## config.mk

```make
export PLATFORM = sky130hd
export DESIGN_NAME = wave_channel_param
export DESIGN_NICKNAME = d
export VERILOG_FILES = /design/src/rtl/wave_channel_param.sv
export SDC_FILE = /design/constraint.sdc
export NUM_CORES = 1
export LEC_CHECK = 0
export ABC_AREA = 1
export CAP_MARGIN = 20
export CORE_MARGIN = 2
export CORE_UTILIZATION = 56
export DETAILED_ROUTE_END_ITERATION = 8
export HOLD_SLACK_MARGIN = 0.15
export PLACE_DENSITY = 0.81
export SLEW_MARGIN = 0
export SYNTH_ARGS = -nofsm -noshare
export SYNTH_HDL_FRONTEND = slang
export SYNTH_SLANG_ARGS = --single-unit
export TNS_END_PERCENT = 20
```

## constraint.sdc

```tcl
create_clock -name clk -period 2 [get_ports clk]
set_input_delay 0.4 -clock clk [delete_from_list [all_inputs] [get_ports clk]]
set_output_delay 0.4 -clock clk [all_outputs]
set_load 0.005 [all_outputs]
```

## src/rtl/wave_channel_param.sv

```systemverilog
// Parametrised wave channel: period timer, linear and length counters, and a step
// sequencer that produces triangle, sawtooth or square samples arithmetically.
module wave_channel_param #(
    parameter int TIMER_W  = 11,
    parameter int SEQ_LOG2 = 5,
    parameter int OUT_W    = 4,
    parameter int LIN_W    = 7,
    parameter int MIN_PER  = 2
) (
    input  logic                clk,
    input  logic                rst,
    input  logic                cpu_clk_en,
    input  logic                quarter_clk_en,
    input  logic                half_clk_en,
    input  logic                enable,
    input  logic                length_halt,
    input  logic                linear_load,
    input  logic [LIN_W-1:0]    linear_load_data,
    input  logic                period_load,
    input  logic [TIMER_W-1:0]  period_load_data,
    input  logic                length_load,
    input  logic [4:0]          length_load_data,
    input  logic [1:0]          mode,
    output logic                length_non_zero,
    output logic                linear_non_zero,
    output logic [SEQ_LOG2-1:0] seq_step,
    output logic [OUT_W-1:0]    wave
);

    localparam int TRI_W = SEQ_LOG2 - 1;
    localparam logic [TIMER_W-1:0] MIN_PER_V = TIMER_W'(MIN_PER);

    logic [TIMER_W-1:0]  timer_q, timer_d;
    logic [TIMER_W-1:0]  period_q, period_d;
    logic [LIN_W-1:0]    lin_q, lin_d;
    logic [LIN_W-1:0]    reload_val_q, reload_val_d;
    logic                lin_reload_q, lin_reload_d;
    logic [7:0]          len_q, len_d;
    logic [SEQ_LOG2-1:0] seq_q, seq_d;
    logic [OUT_W-1:0]    wave_q, wave_d;

    logic                tick;
    logic                reload_eff;
    logic                period_ok;
    logic [TRI_W-1:0]    tri_lvl;
    logic [OUT_W-1:0]    tri_out;
    logic [OUT_W-1:0]    saw_out;
    logic [OUT_W-1:0]    sqr_out;

    function automatic logic [7:0] len_lookup(input logic [4:0] idx);
        logic [7:0] v;
        case (idx)
            5'd0:  v = 8'd10;   5'd1:  v = 8'd254;  5'd2:  v = 8'd20;   5'd3:  v = 8'd2;
            5'd4:  v = 8'd40;   5'd5:  v = 8'd4;    5'd6:  v = 8'd80;   5'd7:  v = 8'd6;
            5'd8:  v = 8'd160;  5'd9:  v = 8'd8;    5'd10: v = 8'd60;   5'd11: v = 8'd10;
            5'd12: v = 8'd14;   5'd13: v = 8'd12;   5'd14: v = 8'd26;   5'd15: v = 8'd14;
            5'd16: v = 8'd12;   5'd17: v = 8'd16;   5'd18: v = 8'd24;   5'd19: v = 8'd18;
            5'd20: v = 8'd48;   5'd21: v = 8'd20;   5'd22: v = 8'd96;   5'd23: v = 8'd22;
            5'd24: v = 8'd192;  5'd25: v = 8'd24;   5'd26: v = 8'd72;   5'd27: v = 8'd26;
            5'd28: v = 8'd16;   5'd29: v = 8'd28;   5'd30: v = 8'd32;   default: v = 8'd30;
        endcase
        return v;
    endfunction

    // Lower half counts down from H-1, upper half counts up: H-1-s is the complement of the low bits.
    assign tri_lvl = seq_q[SEQ_LOG2-1] ? seq_q[TRI_W-1:0] : ~seq_q[TRI_W-1:0];

    generate
        if (TRI_W >= OUT_W) begin : g_tri_top
            assign tri_out = tri_lvl[TRI_W-1 -: OUT_W];
        end else begin : g_tri_shl
            assign tri_out = {tri_lvl, {(OUT_W-TRI_W){1'b0}}};
        end
        if (SEQ_LOG2 >= OUT_W) begin : g_saw_top
            assign saw_out = seq_q[SEQ_LOG2-1 -: OUT_W];
        end else begin : g_saw_shl
            assign saw_out = {seq_q, {(OUT_W-SEQ_LOG2){1'b0}}};
        end
    endgenerate

    assign sqr_out   = {OUT_W{seq_q[SEQ_LOG2-1]}};
    assign period_ok = (MIN_PER == 0) || (period_q >= MIN_PER_V);

    always_comb begin
        timer_d      = timer_q;
        tick         = 1'b0;
        period_d     = period_q;
        reload_val_d = reload_val_q;
        reload_eff   = lin_reload_q | linear_load;
        lin_d        = lin_q;
        lin_reload_d = reload_eff;
        len_d        = len_q;
        seq_d        = seq_q;
        wave_d       = wave_q;

        if (cpu_clk_en) begin
            if (timer_q == '0) begin
                timer_d = period_q;
                tick    = 1'b1;
            end else begin
                timer_d = timer_q - 1'b1;
            end
        end

        if (period_load) begin
            period_d = period_load_data;
        end

        // A load coinciding with the quarter tick is already visible to that tick.
        if (linear_load) begin
            reload_val_d = linear_load_data;
        end
        if (quarter_clk_en) begin
            if (reload_eff) begin
                lin_d = reload_val_d;
            end else if (lin_q != '0) begin
                lin_d = lin_q - 1'b1;
            end
            if (!length_halt) begin
                lin_reload_d = 1'b0;
            end
        end

        if (!enable) begin
            len_d = 8'd0;
        end else if (length_load) begin
            len_d = len_lookup(length_load_data);
        end else if (half_clk_en && !length_halt && len_q != 8'd0) begin
            len_d = len_q - 8'd1;
        end

        if (tick && lin_q != '0 && len_q != 8'd0 && period_ok) begin
            seq_d = seq_q + 1'b1;
        end

        case (mode)
            2'b01:   wave_d = saw_out;
            2'b10:   wave_d = sqr_out;
            default: wave_d = tri_out;
        endcase
    end

    always_ff @(posedge clk or posedge rst) begin
        if (rst) begin
            timer_q      <= '0;
            period_q     <= '0;
            lin_q        <= '0;
            reload_val_q <= '0;
            lin_reload_q <= 1'b0;
            len_q        <= 8'd0;
            seq_q        <= '0;
            wave_q       <= '0;
        end else begin
            timer_q      <= timer_d;
            period_q     <= period_d;
            lin_q        <= lin_d;
            reload_val_q <= reload_val_d;
            lin_reload_q <= lin_reload_d;
            len_q        <= len_d;
            seq_q        <= seq_d;
            wave_q       <= wave_d;
        end
    end

    assign length_non_zero = (len_q != 8'd0);
    assign linear_non_zero = (lin_q != '0);
    assign seq_step        = seq_q;
    assign wave            = wave_q;

endmodule

```

; ---- Yosys cells after proc, flatten, opt, wreduce, memory -nomap -nowiden
; Memories as Yosys holds them, arrays and structs flattened.
; Cells that the tools add are included.
[word_totals]
regBits = 54
mem_bits_ro = 224
input_bits = 35
wordCells = 43
mem_count = 1
[memory_table]
columns = memory, words, width, rd, rd_clocked_by_memory_dff, write_ports, line_no
row1 = (no name shown), 32, 7, 1, 0, 0, 52  ; case (idx)
[classes]
add_sub_neg = 4
magnitude_cmp = 1
n_eq_ne = 3
mux = 13
bitwise_logic = 2
reduce_logical = 11
[op_table]
columns = operator, count
row1 = $mux W8, 3
row2 = $mux W7, 3
row3 = $ge A11 B2 Y1 const B, 1
row4 = $logic_not A11 Y1, 1
row5 = $mux W11, 1
row6 = $sub A11 B1 Y11 const B, 1
row7 = $pmux W4 S2, 1
row8 = $reduce_bool A8 Y1, 1
row9 = $sub A8 B1 Y8 const B, 1
row10 = $reduce_bool A7 Y1, 1
row11 = $sub A7 B1 Y7 const B, 1
row12 = $add A5 B1 Y5 const B, 1
row13 = $logic_and A1 B1 Y1, 5
row14 = $mux W1, 4
row15 = $mux W4, 1
row16 = $not A4 Y4, 1
row17 = $ne A3 B1 Y1 const B, 1
row18 = $eq A2 B1 Y1 const B, 1
row19 = $eq A2 B2 Y1 const B, 1
row20 = $reduce_and A2 Y1, 1
row21 = $reduce_bool A2 Y1, 1
row22 = $logic_not A1 Y1, 1
row23 = $or A1 B1 Y1, 1

; ---- Longest topological paths before layout
[depth]
depth_word = 6
mapped_depth = 11
depth_no_buf = 11

; ---- Worst setup path before layout
; Ideal clock, no wire load.
[synth_timing]
path_kind = reg2reg
start = register timer_q[0]
end = register seq_q[0], in the netlist seq_step[0]
arrival_time_ns = 1.333
setup_slack_ns = 0.596
stages_incl_launch_ff = 11
path_buffers = 0
synth_period_minus_slack_ns = 1.404
cell_sequence = dfrtp_1 -> inv_1 -> ha_1 -> inv_1 -> nor2_1 -> nand3_2 -> nor2_4 -> nand2_1 -> nor2_1 -> nor2_1 -> nor2_1
[synth_via]
elab_chain_len = 6
[synth_lines]
columns = element, line_no
row1 = "start, declared", 33  ; logic [TIMER_W-1:0] timer_q, timer_d;
row2 = "start signal, assigned", 154  ; timer_q <= timer_d;
row3 = $logic_not A11 Y1, 97  ; if (timer_q == '0) begin
row4 = $mux W1, 97
row5 = $mux W1, 96  ; if (cpu_clk_en) begin
row6 = $logic_and A1 B1 Y1 (3 in series), 132  ; if (tick && lin_q != '0 && len_q != 8'd0 && period_ok) begin
row7 = "end signal, assigned", 160  ; seq_q <= seq_d;
row8 = "end, declared", 39  ; logic [SEQ_LOG2-1:0] seq_q, seq_d;
; Every way passes these cells.
; A chain may end at the register's enable or synchronous reset.

; ---- Final worst setup path
[layout_timing]
start = register len_q[0]
end = output port length_non_zero
[layout_via]
elab_chain_len = 1
[layout_lines]
columns = element, line_no
row1 = "start, declared", 38  ; logic [7:0] len_q, len_d;
row2 = "start signal, assigned", 159  ; len_q <= len_d;
row3 = $reduce_bool A8 Y1, 165  ; assign length_non_zero = (len_q != 8'd0);
row4 = "end, declared", 24  ; output logic length_non_zero,
; Every way passes these cells.

==> flow_summary.yaml <==
yosys:
  synth_seq_area_share_pct: 37.87
  syn_area_um2: 3568
  synth_area_leaders: "dfrtp_1, nand2_1, nand3_1"
  netlist_instances: 484
  yosys.area.top_type: "dfrtp_1"
  synth_warnings: 0
  ys_types: 37
  synth_top_area_share_pct: 37.87
  synthesis.nets: 534
  synth.avg_cell_area_um2: 7.373
  ys_ff_latch: 54
routing:
  routed_via_density: 5.327
  wirelength_mm: 7.548
  vias: 3287
  ant_nets: 0
  drtIter0Drc: 157
  drc_errors: 0
  wl_per_cell_um: 12.23
  drtPass1Iterations: 4
global_routing:
  grt_usage_pct: 22.47
  gr-total-overflow: 0
  antenna_found_initial: 0
  grt_max_degree: 55
  grt_pass1_vias: 3129
  grt_first_pass_wirelength_mm: 13.22
place:
  port_buffers: 45
  gp_congestion: 0.9011
  dp_slack_ns: 0.08714
  hpwlAfterDp_mm: 5.825
setup_path:
  worstPathRequired_ns: 1.60
  worstSetupStartpointType: "flop"
  cp_data_arrival_time_ns: 1.44
  critPathCaptureType: "primary output"
  crit_fanout: 4
  startpoint: "len_q[0]"
  crit_type: "reg2out"
  reg2reg_from: "timer_q[0]"
clock_tree:
  root_buffer: "clkbuf_8"
  h-tree-depth: 2
  cts.reportedPaths.clkPinSlew_ns: 0.09
  cts_sinks: 54
  cts_tree: "yes"
  cts_buffers: 5
  clk_path_buf_depth: 2
  worstSkewPairLatency_ns: 0.30
cells_and_area:
  mostFrequentLayoutCells: "nand2_1, inv_1, dfrtp_1"
  n_fill_cell: 528
  drive_gt1_share_pct: 10.93
  final_common_cell: "nand2_1"
  syn_to_final_growth_pct: 19.39
  diodes: 0
  nNetsFinal: 590
pwr:
  power_density_nw_per_um2: 812.9
  power_leakage_nw: 2.153
  ir_worst_vdd_mv: 0.6416
sta:
  slew-limit-headroom_pct: 77.61
  timing.fmax_mhz: 542.3
  hold_viol_final: 0
  skew_ns: 0.009550
  min_period_ns: 1.844
  tns_ns: 0
  rsz0062_at_grt: "false"
  report.final.slew_viol_count: 0
  fin_ws_ns: 0.1561
  worst_pin_slew_ns: 0.3348
  setup_viol: 0
  whs_ns: 0.4556
  post-route-period-util_pct: 92.20
floorplan:
  chipHeight_um: 83.83
  die_area_um2: 7027
  io-pin-count: 46
  rows: 29
  fp.dieW_um: 83.83
  start_util_pct: 57.18
  fp.coreArea_um2: 6241
flow_run:
  drv_cap: 0
status:
  status: "complete, no violations"
min_path:
  min_path_type: "in2async"
[routing by layer]
layer / track usage, % / part of all wire (%) / routed length (um)
met4: 6.745 / 1.6 / 121
met5: 0 / 0 / 0
met1: 28.64 / 45 / 3380
met3: 3.660 / 4.1 / 309
met2: 39.27 / 50 / 3737
[cell type report]
type	count	area [um^2]	share of cell area, %
clock buffer	6	72.57	1.703
clock inverter	1	7.507	0.1762
inverter	60	227.7	5.345
multi-input combinational	358	1924	45.17
sequential	54	1351	31.72
tap	77	96.34	2.261
timing repair buffer	61	580.6	13.63
[cells in the mapped netlist (all sizes together)]
cell type    n
o31ai        1
nor2        52
nor3         4
a21oi       19
o211ai       7
mux2         7
nand3b       1
o21ai       34
and3         1
ha          15
nand3       49
o22ai        2
clkinv       1
a22oi        3
nand2      148
a31oi        1
xor2         6
nand4        7
buf          9
inv         59
xnor2        1
clkbuf       3
dfrtp       54
[cells by family after synthesis]
kind of cell / share of synthesized area [%]
AO/OA/AOI/OAI: 11.75
XOR/XNOR: 1.718
adder cells (fa/ha/maj): 5.259
buffers and inverters: 8.205
flip-flops: 37.87
multiplexers: 2.209
AND/OR/NAND/NOR: 32.99
[critical path, stage by stage, from the launching register on]
cell and delay, ns:
dfrtp_1 0.39, inv_1 0.11, ha_1 0.18, nand4_1 0.16, dlygate4sd2_1 0.31
[path summary, 6_finish.rpt]
check                             endpoint  slack [ns]  cells after the start
min reg2reg                reload_val_q[1]        0.48                      2
max in group asynchronous      period_q[0]        1.30                      3
max reg2reg                    seq_step[0]        0.35                     10
min                               lin_q[6]        0.46                      3
min in group clk           reload_val_q[1]        0.48                      2
max                        length_non_zero        0.16                      4
[where the power goes]
group / total, mW / switching (mW) / internal (mW)
sequential: 1.51 / 0.211 / 1.30
clock: 0.586 / 0.345 / 0.241
combinational: 1.37 / 0.800 / 0.566
[sequential cells by signal, summed over array words and instances, names as in the netlist]
signal / cells
len_q: 8
lin_q: 7
lin_reload_q: 1
period_q: 11
reload_val_q: 7
seq_step: 5
timer_q: 11
wave: 4
[metrics by stage]
stage	cells	power (mW)	utilization (%)	area [um^2]
after global routing	617	3.728	68.26	4260
after global placement	609	2.834	66.90	4175
after detailed placement	609	2.896	66.90	4175
final	617	3.463	68.26	4260
after floorplan	484	2.484	-	3568
after CTS	617	3.486	68.26	4260
[what timing repair did]
action                                  4_1_cts  5_1_grt
buffers inserted                              1        0
gates resized for setup                       2        0
endpoints found under the setup margin        2        0
hold buffers                                  0        0
endpoints found under the hold margin         0        0
(Power assumes the default switching activity.)
